### config.mk
export PLATFORM = sky130hd
export DESIGN_NAME = add3_accum_seq
export DESIGN_NICKNAME = d
export VERILOG_FILES = /design/src/rtl/add3_accum_seq.sv
export SDC_FILE = /design/constraint.sdc
export NUM_CORES = 1
export LEC_CHECK = 0
export BUFFER_PORTS_ARGS = -buffer_cell sky130_fd_sc_hd__buf_2
export CAP_MARGIN = 5
export CORE_ASPECT_RATIO = 0.5
export CORE_UTILIZATION = 44
export CTS_CLUSTER_SIZE = 30
export DETAILED_ROUTE_END_ITERATION = 7
export PLACE_DENSITY = 0.76
export SKIP_CTS_REPAIR_TIMING = 1
export SYNTH_ARGS = -nofsm -noshare
export SYNTH_HDL_FRONTEND = slang
export SYNTH_SLANG_ARGS = --single-unit
### constraint.sdc
create_clock -name clk -period 1.8 [get_ports clk]
set_clock_uncertainty 0.15 [all_clocks]
set_input_delay 0 -clock clk [delete_from_list [all_inputs] [get_ports clk]]
set_output_delay 0 -clock clk [all_outputs]
set_load 0.05 [all_outputs]
### src/rtl/add3_accum_seq.sv
// Burst accumulator front-end: feeds an external combinational 3-input adder
// two buffered words per ADD step and keeps a wrapping sum plus sticky carry.
module add3_accum_seq #(
  parameter int W     = 6,
  parameter int LEN_W = 4
) (
  input  logic             clk,
  input  logic             rst_n,
  input  logic             start,
  input  logic [LEN_W-1:0] len,
  input  logic             in_valid,
  output logic             in_ready,
  input  logic [W-1:0]     in_data,
  output logic             out_valid,
  input  logic             out_ready,
  output logic [W-1:0]     out_sum,
  output logic             out_ovf,
  output logic             busy,
  output logic [W-1:0]     add_a,
  output logic [W-1:0]     add_b,
  output logic [W-1:0]     add_c,
  input  logic [W-1:0]     add_sum,
  input  logic             add_carry
);

  typedef enum logic [2:0] {IDLE, GET_B, GET_C, ADD, DONE} state_t;

  state_t           state_q, state_d;
  logic [W-1:0]     acc_q, acc_d;
  logic [W-1:0]     bufb_q, bufb_d;
  logic [W-1:0]     bufc_q, bufc_d;
  logic [LEN_W-1:0] rem_q, rem_d;
  logic             ovf_q, ovf_d;

  always_ff @(posedge clk) begin
    if (!rst_n) begin
      state_q <= IDLE;
      acc_q   <= '0;
      bufb_q  <= '0;
      bufc_q  <= '0;
      rem_q   <= '0;
      ovf_q   <= 1'b0;
    end else begin
      state_q <= state_d;
      acc_q   <= acc_d;
      bufb_q  <= bufb_d;
      bufc_q  <= bufc_d;
      rem_q   <= rem_d;
      ovf_q   <= ovf_d;
    end
  end

  always_comb begin
    state_d = state_q;
    acc_d   = acc_q;
    bufb_d  = bufb_q;
    bufc_d  = bufc_q;
    rem_d   = rem_q;
    ovf_d   = ovf_q;
    case (state_q)
      IDLE: begin
        if (start) begin
          rem_d   = len;
          acc_d   = '0;
          ovf_d   = 1'b0;
          bufb_d  = '0;
          bufc_d  = '0;
          state_d = (len != '0) ? GET_B : DONE;
        end
      end
      GET_B: begin
        if (in_valid) begin
          bufb_d = in_data;
          rem_d  = rem_q - LEN_W'(1);
          // Last word of an odd burst is added with a zero C operand
          if (rem_q == LEN_W'(1)) begin
            bufc_d  = '0;
            state_d = ADD;
          end else begin
            state_d = GET_C;
          end
        end
      end
      GET_C: begin
        if (in_valid) begin
          bufc_d  = in_data;
          rem_d   = rem_q - LEN_W'(1);
          state_d = ADD;
        end
      end
      ADD: begin
        acc_d = add_sum;
        ovf_d = ovf_q | add_carry;
        if (rem_q == '0) begin
          state_d = DONE;
        end else begin
          bufb_d  = '0;
          bufc_d  = '0;
          state_d = GET_B;
        end
      end
      DONE: begin
        if (out_ready) state_d = IDLE;
      end
      default: state_d = IDLE;
    endcase
  end

  assign in_ready  = (state_q == GET_B) || (state_q == GET_C);
  assign out_valid = (state_q == DONE);
  assign busy      = (state_q != IDLE);
  assign out_sum   = acc_q;
  assign out_ovf   = ovf_q;
  assign add_a     = acc_q;
  assign add_b     = bufb_q;
  assign add_c     = bufc_q;

endmodule

Word level (Yosys, flattened, before mapping)
Index checks and enable logic that the tools add are counted.
{"block": "classes", "n_addsub": 1, "eq_ne": 12, "muxes": 21, "n_bitwise": 1, "n_reduce_logical": 15}
{"cell": "$mux W6", "count": 5}
{"cell": "$pmux W6 S4", "count": 1}
{"cell": "$mux W3", "count": 6}
{"cell": "$pmux W6 S3", "count": 1}
{"cell": "$pmux W3 S5", "count": 1}
{"cell": "$pmux W6 S2", "count": 1}
{"cell": "$ne A2 B2 Y1 const B", "count": 5}
{"cell": "$mux W4", "count": 2}
{"cell": "$pmux W4 S2", "count": 1}
{"cell": "$reduce_and A4 Y1", "count": 2}
{"cell": "$reduce_bool A4 Y1", "count": 2}
{"cell": "$eq A3 B2 Y1 const B", "count": 2}
{"cell": "$reduce_and A6 Y1", "count": 1}
{"cell": "$reduce_bool A3 Y1", "count": 2}
{"cell": "$eq A4 B1 Y1 const B", "count": 1}
{"cell": "$logic_not A4 Y1", "count": 1}
{"cell": "$ne A2 B1 Y1 const B", "count": 2}
{"cell": "$reduce_bool A2 Y1", "count": 2}
{"cell": "$sub A4 B1 Y4 const B", "count": 1}
{"cell": "$eq A3 B1 Y1 const B", "count": 1}
{"cell": "$eq A3 B3 Y1 const B", "count": 1}
{"cell": "$logic_not A3 Y1", "count": 1}
{"cell": "$reduce_and A3 Y1", "count": 1}
{"cell": "$mux W1", "count": 2}
{"cell": "other kinds (5)", "count": 5}
{"block": "totals", "reg_bits": 26, "in_bits": 22, "output_inout_bits": 28, "elab_cells": 56}

Depth between registers and ports, before layout
{"block": "depth", "ltp_word": 4, "depth_mapped": 6, "depth_no_buf": 6}

Worst setup path before layout
No wires, ideal clock.
{"block": "synth_path", "path_type": "register -> register", "start": "reg state_q[1]", "end": "reg state_q[2]", "arrival_time_ps": 2078, "t_required_ps": 1579, "slack_ps": -498, "stages_incl_launch_ff": 6, "path_buffers": 2, "period_less_slack_ps": 2298, "cell_sequence": "dfxtp_1 buf_4 clkbuf_1 nor3b_1 nand2b_1 a21oi_1"}
{"block": "synth_between", "elab_chain_cells": 3, "elab_cells_between_ends": 11, "cone_classes": "eq/ne: 8; mux: 1; reduce/logical: 2"}
{"element": "start, declared", "line_no": "28", "source": "state_t state_q, state_d;"}
{"element": "start signal, assigned", "line_no": "44", "source": "state_q <= state_d;"}
{"element": "$eq A3 B3 Y1 *"}
{"element": "via out_valid", "line_no": "14", "source": "output logic out_valid,"}
{"element": "$ne A2 B1 Y1 (no source line)"}
{"element": "$reduce_and A4 Y1 (no source line)"}
Mark *: on every way through the listed nets, which the timed path passes. The rest lies on a longest branch.
A chain may end at the register's enable or synchronous reset.

Worst setup path in the final report
{"block": "layout_path", "start": "reg state_q[0]", "end": "reg bufb_q[0], in the netlist add_b[0]"}
{"block": "layout_between", "elab_chain_cells": 3, "elab_cells_between_ends": 9, "cone_classes": "eq/ne: 5; mux: 1; reduce/logical: 3"}
{"element": "$eq A3 B2 Y1, or another cell as far along", "line_no": "60", "source": "case (state_q)"}
{"element": "$ne A2 B2 Y1 (no source line) / $reduce_bool A3 Y1 (equally long branches)"}
{"element": "$reduce_and A4 Y1 (no source line)"}
{"element": "end signal, assigned", "line_no": "46", "source": "bufb_q <= bufb_d;"}
{"element": "end, declared", "line_no": "30", "source": "logic [W-1:0] bufb_q, bufb_d;"}
Several ways; a longest one is shown, not always the timed one.

==> flow_metrics.env <==
export IMPL_nNetsFinal=255
export IMPL_worstPathMaxFanout=8
export IMPL_hold_path_class="flip-flop to flip-flop"
export IMPL_fp_row_count=14
export IMPL_io_buffers=49
export IMPL_ys_warnings_count=0
export IMPL_peakVddDrop_v=0.000770
export IMPL_synth_largest_area_cell="dfxtp_1"
export IMPL_cts_sinks=26
export IMPL_wl_per_cell_um=13.1
export IMPL_syn_nets=184
export IMPL_dieArea_sq_um=3410
export IMPL_hold_viol_final=0
export IMPL_seq_area_frac_synth_pct=37.3
export IMPL_critical_path_required_ns=1.86
export IMPL_end_kind="flip-flop"
export IMPL_hold_path_cell_count=2
export IMPL_status="complete, no violations"
export IMPL_post_route_period_util_pct=96.3
export IMPL_synthesis_instances=160
export IMPL_total_power_w=0.00216
export IMPL_initial_core_util_pct=46.3
export IMPL_fmaxAchievable_mhz=577
export IMPL_numCtsBuffers=3
export IMPL_track_usage_pct=19.3
export IMPL_yosys_area_top_type_share_pct=37.3
export IMPL_netlist_area_sq_um=1400
export IMPL_grt_max_degree=17
export IMPL_cts_root_buf="clkbuf_8"
export IMPL_dieHeight_um=41.8
export IMPL_worstRegToRegCells=5
export IMPL_p_per_area_nw_per_um2=1080
export IMPL_slew_violations=0
export IMPL_placed_area_sq_um=1700
export IMPL_htreeDepth=1
export IMPL_grt_ovfl_total=0
export IMPL_core_sq_um=3010
export IMPL_drv_cap=0
export IMPL_synth_seq_cells=26
export IMPL_grt_pass1_wl_um=4950
export IMPL_gp_congestion=0.898
export IMPL_syn_area_per_cell_sq_um=8.72
export IMPL_route_vias_total=1415
export IMPL_syn_to_final_growth_pct=43.2
export IMPL_wirelength_um=3550
export IMPL_p_leak_nw=0.916
export IMPL_tightestPinTransition_ns=0.505
export IMPL_dr_pass1_iters=4
export IMPL_relSlewSlack_pct=65.4
export IMPL_clk_path_buf_depth=2
export IMPL_hpwl_um=2400
export IMPL_cp_data_arrival_time_ns=1.79
export IMPL_grt_pass1_vias=1102
export IMPL_setup_viol=0
export IMPL_num_antenna_cells=0
export IMPL_path_clk_slew_ns=0.09
export IMPL_antenna_found_initial=0
export IMPL_crit_type="flip-flop to flip-flop"
export IMPL_tns_ns=0
export IMPL_drc_errors=0
export IMPL_die_w_um=81.6
export IMPL_design_area_sq_um=2000
export IMPL_cts_tree="yes"
export IMPL_drtIter0Drc=64
export IMPL_critPathLaunchType="flip-flop"
export IMPL_insertion_delay_ns=0.28
export IMPL_rsz0062_at_grt="yes"
export IMPL_top_level_ports=50
export IMPL_ys_types=43
export IMPL_drtAntennaViolNets=0
export IMPL_final_layout_size_suffix_gt1_share_pct=33.9
export IMPL_via_per_inst=5.24
export IMPL_synth_area_top_cells="dfxtp_1 37%, mux2i_1 11%, nand2_1 7.8%"
export IMPL_period_minus_slack_ns=1.73
placed cells by master (no fill, tap or decap), drive strengths merged, types with 2 or more instances in the layout:
master	Yosys	routed
and2	2	2
a2111oi	2	2
clkbuf	6	3
nand2b	3	3
a22oi	6	6
nor2	11	11
nor3	4	4
buf	10	61
nor3b	4	4
inv	6	6
a211oi	2	2
o32ai	3	3
mux2i	15	15
or3b	2	2
o21ai	4	4
nor4	2	2
nand2	29	29
nor2b	2	2
a21oi	5	5
dlygate4sd3	0	21
dfxtp	26	26
or3	3	3
ha	2	2
through the flow:
stage	instances	hold WS [ns]	utilization [%]	worst slack, ns
floorplan	160	-0.0534	-	0.00549
global placement	245	0.0988	56.6	0.0528
detailed placement	245	0.0941	56.6	0.0180
CTS	249	-0.207	58.9	-0.00334
global route	270	0.329	66.3	-0.0137
finish	270	0.309	66.3	0.0667
state kept, by name, summed over array words and instances, names as in the netlist:
register	cells
add_b	6
add_a	6
out_ovf	1
rem_q	4
state_q	3
add_c	6
synthesized netlist by cell type (all sizes together):
master / instances
nand2: 29
dfxtp: 26
a211oi: 2
clkbuf: 6
mux2i: 15
buf: 10
o41a: 1
a2111oi: 2
nor2: 11
a22oi: 6
o21a: 1
o21ai: 4
nor3: 4
xnor2: 1
o21bai: 1
a22o: 1
inv: 6
a32oi: 1
a21boi: 1
and2: 2
nor2b: 2
nor4: 2
nand2b: 3
o32ai: 3
or3: 3
a221oi: 1
a21o: 1
and3b: 1
nor3b: 4
or4: 1
or3b: 2
a21oi: 5
ha: 2
critical path: stages (launching register included):
cell,delay [ns]
dfxtp_2,0.42
buf_4,0.17
mux2i_1,0.18
nor2_1,0.06
o21bai_2,0.40
mux2i_1,0.27
path summary, 6_finish.rpt:
kind,start,endpoint,slack [ns]
max,state_q[0]$_SDFFE_PN0P_,add_b[0]$_SDFFE_PN0P_,0.07
min,add_b[5]$_SDFFE_PN0P_,add_b[5]$_SDFFE_PN0P_,0.31
min reg2reg,add_b[5]$_SDFFE_PN0P_,add_b[5]$_SDFFE_PN0P_,0.31
max reg2reg,state_q[0]$_SDFFE_PN0P_,add_b[0]$_SDFFE_PN0P_,0.07
where the power goes:
| group | switching, W | internal [W] | total, W |
|---|---|---|---|
| logic | 0.000539 | 0.000434 | 0.000973 |
| clock network | 0.000197 | 0.000298 | 0.000495 |
| registers | 0.0000594 | 0.000635 | 0.000695 |
| total | 0.000795 | 0.00137 | 0.00216 |
kinds of logic (layout without fill, tap and decap cells):
logic type / after synthesis / after routing / synth area share [%]
buffers and inverters: 22 / 92 / 8.70
flip-flops: 26 / 26 / 37.3
adder cells (fa/ha/maj): 2 / 2 / 1.79
AO/OA/AOI/OAI: 30 / 30 / 16.6
XOR/XNOR: 1 / 1 / 0.628
multiplexers: 15 / 15 / 10.8
AND/OR/NAND/NOR: 64 / 64 / 24.2
layer usage:
| metal | vias up | wire, um | GRT usage [%] |
|---|---|---|---|
| met3 | 2 | 299 | 6.15 |
| met4 | 0 | 14 | 4.21 |
| li1 | 700 | - | - |
| met5 | - | 0 | 0 |
| met2 | 75 | 1650 | 29.5 |
| met1 | 638 | 1590 | 26.6 |
layout make-up:
| type | count | area (sq um) |
|---|---|---|
| Clock buffer | 3 | 41.3 |
| Tap cell | 40 | 50.0 |
| Fill cell | 264 | 1010 |
| Timing Repair Buffer | 82 | 558 |
| Sequential cell | 26 | 523 |
| Multi-Input combinational cell | 112 | 773 |
| Inverter | 6 | 22.5 |
| Clock inverter | 1 | 30.0 |
No activity file was read; power rests on OpenSTA's default activity.
